`src/rtl/activate.sv`:
```
// Hard-sigmoid activation stage with a training backward path (error times derivative).
// Define ACTIVATE_LEAKY_EN to give saturated samples a small leaky derivative instead of zero.
module activate #(
  parameter int SHIFT = 2,
  parameter int LEAK  = 5
) (
  input  logic        clk,
  input  logic        rst,
  input  logic        en,
  input  logic        arg_stb,
  input  logic [15:0] arg_dat,
  output logic        arg_rdy,
  output logic        res_stb,
  output logic [7:0]  res_dat,
  input  logic        res_rdy,
  input  logic        err_stb,
  input  logic [15:0] err_dat,
  output logic        err_rdy,
  output logic        fbk_stb,
  output logic [15:0] fbk_dat,
  input  logic        fbk_rdy
);

`ifdef ACTIVATE_LEAKY_EN
  localparam bit LEAKY = 1'b1;
`else
  localparam bit LEAKY = 1'b0;
`endif

  localparam logic [8:0] DERIV = 9'(256 >> SHIFT);
  localparam logic [8:0] SAT_G = LEAKY ? 9'(256 >> LEAK) : 9'd0;

  typedef enum logic [2:0] {
    S_ARG = 3'd0,
    S_ACT = 3'd1,
    S_RES = 3'd2,
    S_ERR = 3'd3,
    S_FBK = 3'd4
  } state_t;

  state_t state_reg, state_next;

  logic signed [15:0] x_reg;
  logic               sat_reg;
  logic [7:0]         res_dat_reg;
  logic               res_stb_reg;
  logic [15:0]        fbk_dat_reg;
  logic               fbk_stb_reg;

  logic arg_ack, res_ack, err_ack, fbk_ack;

  always_ff @(posedge clk or negedge rst) begin
    if (!rst) state_reg <= S_ARG;
    else      state_reg <= state_next;
  end

  always_comb begin
    state_next = state_reg;
    arg_rdy    = 1'b0;
    err_rdy    = 1'b0;
    case (state_reg)
      S_ARG: begin
        arg_rdy = 1'b1;
        if (arg_stb) state_next = S_ACT;
      end
      S_ACT: state_next = S_RES;
      S_RES: if (res_rdy) state_next = en ? S_ERR : S_ARG;
      S_ERR: begin
        err_rdy = 1'b1;
        if (err_stb) state_next = S_FBK;
      end
      S_FBK: if (fbk_rdy) state_next = S_ARG;
      default: state_next = S_ARG;
    endcase
  end

  assign arg_ack = arg_stb & arg_rdy;
  assign res_ack = res_stb_reg & res_rdy;
  assign err_ack = err_stb & err_rdy;
  assign fbk_ack = fbk_stb_reg & fbk_rdy;

  // Forward: t = x/2^SHIFT + 0.5, then clamp into Q0.8.
  logic signed [16:0] t;
  logic [7:0]         y_next;
  logic               sat_next;

  always_comb begin
    t        = ($signed({x_reg[15], x_reg}) >>> SHIFT) + 17'sd128;
    y_next   = t[7:0];
    sat_next = 1'b0;
    if (t < 17'sd0) begin
      y_next   = 8'h00;
      sat_next = 1'b1;
    end else if (t > 17'sd255) begin
      y_next   = 8'hFF;
      sat_next = 1'b1;
    end
  end

  // Backward: delta = err * g / 256, arithmetic shift floors toward -inf.
  logic [8:0]         g;
  logic signed [24:0] prod;
  logic signed [24:0] p;
  logic [15:0]        delta;

  always_comb begin
    g    = sat_reg ? SAT_G : DERIV;
    prod = $signed({{9{err_dat[15]}}, err_dat}) * $signed({16'd0, g});
    p    = prod >>> 8;
    if (p > 25'sd32767)       delta = 16'h7FFF;
    else if (p < -25'sd32768) delta = 16'h8000;
    else                      delta = p[15:0];
  end

  always_ff @(posedge clk or negedge rst) begin
    if (!rst) begin
      x_reg       <= '0;
      sat_reg     <= 1'b0;
      res_dat_reg <= '0;
      res_stb_reg <= 1'b0;
      fbk_dat_reg <= '0;
      fbk_stb_reg <= 1'b0;
    end else begin
      if (arg_ack) x_reg <= arg_dat;
      if (state_reg == S_ACT) begin
        res_dat_reg <= y_next;
        sat_reg     <= sat_next;
        res_stb_reg <= 1'b1;
      end else if (res_ack) begin
        res_stb_reg <= 1'b0;
      end
      if (err_ack) begin
        fbk_dat_reg <= delta;
        fbk_stb_reg <= 1'b1;
      end else if (fbk_ack) begin
        fbk_stb_reg <= 1'b0;
      end
    end
  end

  assign res_stb = res_stb_reg;
  assign res_dat = res_dat_reg;
  assign fbk_stb = fbk_stb_reg;
  assign fbk_dat = fbk_dat_reg;

endmodule

```
`config.mk`:
```
export PLATFORM = sky130hd
export DESIGN_NAME = activate
export DESIGN_NICKNAME = d
export VERILOG_FILES = /design/src/rtl/activate.sv
export SDC_FILE = /design/constraint.sdc
export NUM_CORES = 1
export LEC_CHECK = 0
export ABC_AREA = 1
export CORE_MARGIN = 2
export CORE_UTILIZATION = 45
export DETAILED_ROUTE_END_ITERATION = 10
export PLACE_DENSITY_LB_ADDON = 0.25
export SLEW_MARGIN = 20
export SYNTH_ARGS = -nofsm -noshare
export SYNTH_HDL_FRONTEND = slang
export SYNTH_SLANG_ARGS = --single-unit
```
`constraint.sdc`:
```
create_clock -name clk -period 1.8 [get_ports clk]
set_input_delay 0.27 -clock clk [delete_from_list [all_inputs] [get_ports clk]]
set_output_delay 0.27 -clock clk [all_outputs]
set_load 0.05 [all_outputs]
```
* After elaboration in Yosys (flattened, before gate mapping)
Cells that the tools add are included.
Word-level totals: output and inout port bits 28, word-level logic and storage cells 48, register bits 46
Operators by class: magnitude comparators 4, equal/unequal tests 8, bitwise logic cells 4, reduce and logical (&&, ||, !) cells 4, mux-type cells 19, multipliers 1, $add $sub $neg 1
Operators by type and width (count):
- $mux W16 | 2
- $mul A16 B8 Y24 | 1
- $gt A16 B16 Y1 const B | 1
- $lt A16 B16 Y1 const B | 1
- $mux W8 | 2
- $add A14 B9 Y15 const B | 1
- $gt A15 B9 Y1 const B | 1
- $lt A15 B1 Y1 const B | 1
- $pmux W3 S5 | 1
- $mux W3 | 4
- $mux W1 | 8
- $ne A2 B2 Y1 const B | 4
- $mux W7 | 1
- $eq A3 B2 Y1 const B | 2
- $and A1 B1 Y1 | 4
- $reduce_and A4 Y1 | 1
- $reduce_bool A2 Y1 | 2
- $eq A3 B1 Y1 const B | 1
- $eq A3 B3 Y1 const B | 1
- $logic_not A3 Y1 | 1
- $mux W2 | 1

* Longest topological paths before layout
depth in word-level cells 5, gate-level depth with buffers 10, mapped depth without buffers 10

* Worst setup path after synthesis
Ideal clock, no wire load.
kind flip-flop to flip-flop, start point register state_reg[1], end point register x_reg[10], stages on the path, launching flop included 6, setup slack 0.138 ns, clock period less this slack 1.662 ns, arrival 1.542 ns, path through dfrtp_1 nor3_4 nand2_2 buf_6 nor2_2 a21oi_2
Between the ends: word-level cells in the longest chain between the ends 3
Ends and longest elaborated chain:
- from (decl) | RTL line 41 | state_t state_reg, state_next;
- from (signal assigned) | RTL line 54 | else state_reg <= state_next;
- $logic_not A3 Y1 | RTL line 61 | case (state_reg)
- $mux W1 | RTL line 61
- net arg_rdy | RTL line 12 | output logic arg_rdy,
- $and A1 B1 Y1 | RTL line 77 | assign arg_ack = arg_stb & arg_rdy;
- to (signal assigned) | RTL line 124 | if (arg_ack) x_reg <= arg_dat;
- to (decl) | RTL line 43 | logic signed [15:0] x_reg;
The timed path passes the listed nets, and every way through them passes these cells. A chain may end at the register's enable or synchronous reset.

* Worst setup path in the final report
start point register fbk_dat_reg[7], in the netlist fbk_dat[7], end point output port fbk_dat[7]
RTL lines:
- from (decl) | RTL line 47 | logic [15:0] fbk_dat_reg;
- from (signal assigned) | RTL line 133 | fbk_dat_reg <= delta;
- to (decl) | RTL line 20 | output logic [15:0] fbk_dat,
No word-level cell between the ends.

==> results.py <==
metrics = {
    "synth": {
        "syn-cell-area_sq_mm": 0.00219,
        "synth-edff-count": 0,
        "synthArstFlopShare_pct": 100,
        "synthCells": 243,
        "ys_warn_count": 0,
        "synth.avg_cell_area_sq_um": 9.01,
        "ys.flop_type": "dfrtp_1",
        "ys_seq_area_share_pct": 48.0,
        "ys_types": 25,
        "synth_nets": 284,
        "synth-seq-cells": 42,
    },
    "setup_path": {
        "cp_cell_sequence": "clkdlybuf4s50_1",
        "cp_num_cells": 1,
        "slowest_delay_ps": 810,
        "worstSetupPathType": "flip-flop to primary output",
        "cp_num_buf_inv": 1,
        "crit_family": "buffers and inverters",
        "cp.arrival_ps": 1490,
        "endpoint_kind": "primary output",
        "reg2regPathDepth": 9,
        "crit_slowest_cell": "clkdlybuf4s50_1",
        "worstPathMaxFanout": 2,
        "startpoint_type": "flip-flop",
        "worstPathRequired_ps": 1530,
    },
    "cells_and_area": {
        "fillers": 406,
        "final_common_cell": "nand2_1",
        "fin_nets": 351,
        "drive_gt1_share_pct": 27.7,
        "final_cell_mix": "64 x nand2_1, 52 x clkdlybuf4s50_1, 41 x dfrtp_1",
        "diodes": 0,
        "regArea_sq_mm": 0.00105,
        "instances_no_fill": 365,
        "syn_to_final_growth_pct": 35.3,
        "multi_input_area_sq_um": 950,
    },
    "cts": {
        "clkTransAtPathRegs_ps": 80,
        "cts.path.max_buffers": 2,
        "numClockSinks": 42,
        "worstSkewPairLatency_ps": 300,
        "post_cts_buffers": 0,
        "cts_root_buf": "clkbuf_8",
        "numCtsBuffers": 5,
        "cts_tree": "done",
        "htree_levels": 2,
    },
    "route": {
        "ant_nets": 0,
        "drtIter0Drc": 49,
        "firstDrtPassIters": 4,
        "wirelength_microns": 4180,
        "drc": 0,
        "detailroute.via_count": 1739,
        "wl_per_cell_microns": 11.5,
        "drt-vias-per-instance": 4.76,
    },
    "placement": {
        "portBuffers": 62,
        "place_inst": 356,
        "dpl.hpwl_microns": 3110,
        "gp_congestion": 0.802,
    },
    "timing": {
        "finalMaxSlewViolations": 0,
        "fin_crit_sh_pct": 97.6,
        "min_period_ps": 1760,
        "rsz0062_at_grt": "false",
        "worst_clock_skew_ps": 7.94,
        "final-setup-viol-count": 0,
        "fmax_mhz": 569,
        "hold_violations": 0,
        "worstMarginPinSlew_ps": 507,
        "setup_tns_ps": 0,
        "slew_headroom_pct": 66.1,
    },
    "floorplan": {
        "die_h_microns": 73.7,
        "coreArea_sq_mm": 0.00469,
        "dieArea_sq_mm": 0.00544,
        "dieWidth_microns": 73.7,
        "rows": 25,
        "start_util_pct": 46.6,
        "ios": 67,
    },
    "hold_path": {
        "hold_path_class": "input pin to asynchronous set/reset pin",
    },
    "global_routing": {
        "antenna_found_initial": 0,
        "grt_overflow": 0,
        "grt_pass1_vias": 1614,
        "groute.usage.overall_pct": 17.3,
        "grt_pass1_wl_microns": 7220,
        "grt_max_degree": 29,
    },
    "power_and_ir_drop": {
        "ir_drop_mv": 0.797,
        "powerDensity_mw_per_mm2": 1920,
        "power_leakage_nw": 1.44,
    },
    "run": {
        "drv_cap": 0,
    },
    "status": {
        "status": "completed",
    },
}
==> repair_timing <==
| action | 4_1_cts | 5_1_grt |
|---|---|---|
| hold buffers | 1 | 0 |
| gates resized for setup | 0 | 4 |
| endpoints found under the hold margin | 14 | 0 |
| setup endpoints to repair | 0 | 4 |
==> final cells by class <==
cell class	count	share of cell area, %
inverter	27	3.42
clock inverter	3	0.718
timing repair buffer	69	23.7
clock buffer	5	2.32
tap	54	2.28
sequential	42	35.5
multi-input combinational	165	32.1
==> worst paths after layout <==
| path | from | end | slack (ps) |
|---|---|---|---|
| max | fbk_dat[7]$_DFFE_PN0P_ | fbk_dat[7] | 40 |
| max reg2reg | x_reg[9]$_DFFE_PN0P_ | sat_reg$_DFFE_PN0P_ | 200 |
| max in group asynchronous | rst | x_reg[3]$_DFFE_PN0P_ | 810 |
| min in group clk | res_dat[5]$_DFFE_PN0P_ | res_dat[5]$_DFFE_PN0P_ | 480 |
| min | rst | x_reg[11]$_DFFE_PN0P_ | 440 |
| min reg2reg | res_dat[5]$_DFFE_PN0P_ | res_dat[5]$_DFFE_PN0P_ | 480 |
==> kinds of logic after synthesis <==
logic type / after synthesis / synth area share [%]
AO/OA/AOI/OAI: 35 / 13.6
AND/OR/NAND/NOR: 128 / 28.6
adder cells (fa/ha/maj): 2 / 1.14
buffers and inverters: 36 / 8.58
flip-flops: 42 / 48.0
==> cell usage after synthesis, types with 2 or more instances <==
master | count | area share [%]
a21oi_2 | 14 | 5.6
buf_4 | 2 | 0.69
nand2_1 | 64 | 11
nor3_4 | 2 | 1.5
nand2_2 | 19 | 5.4
buf_6 | 6 | 3.1
dfrtp_1 | 42 | 48
inv_1 | 24 | 4.1
nand3_1 | 17 | 3.9
nor2_2 | 7 | 2.0
o21ai_1 | 2 | 0.46
nor2_1 | 14 | 2.4
o21ai_2 | 15 | 6.0
inv_2 | 3 | 0.51
ha_1 | 2 | 1.1
==> per-layer routing <==
metal / wire [microns] / track usage, % / vias to the layer above
met4: 57 / 5.45 / 0
met5: 0 / 0 / -
met1: 1980 / 23.2 / 794
li1: - / - / 894
met2: 1930 / 27.5 / 45
met3: 221 / 4.25 / 6
==> through the flow <==
| stage | hold WS, ps | total power, W | utilization, % | area (sq um) | setup slack [ps] |
|---|---|---|---|---|---|
| final | 438 | 0.00568 | 63.1 | 2960 | 42.5 |
| after global routing | 462 | 0.00610 | 63.1 | 2960 | 0.175 |
| after CTS | 438 | 0.00574 | 62.9 | 2950 | 7.04 |
| after detailed placement | 207 | 0.00511 | 60.8 | 2850 | 162 |
| after global placement | 204 | 0.00505 | 60.8 | 2850 | 185 |
| after floorplan | -25.6 | 0.00417 | - | 2190 | 138 |
==> report_power, final <==
| part | internal [W] | total, W | switching [W] | leakage, nW |
|---|---|---|---|---|
| logic | 0.00120 | 0.00340 | 0.00220 | 0.884 |
| clock network | 0.000272 | 0.000610 | 0.000337 | 0.0441 |
| registers | 0.00137 | 0.00167 | 0.000297 | 0.513 |
| total | 0.00284 | 0.00568 | 0.00283 | 1.44 |
No activity file was read; power rests on OpenSTA's default activity.
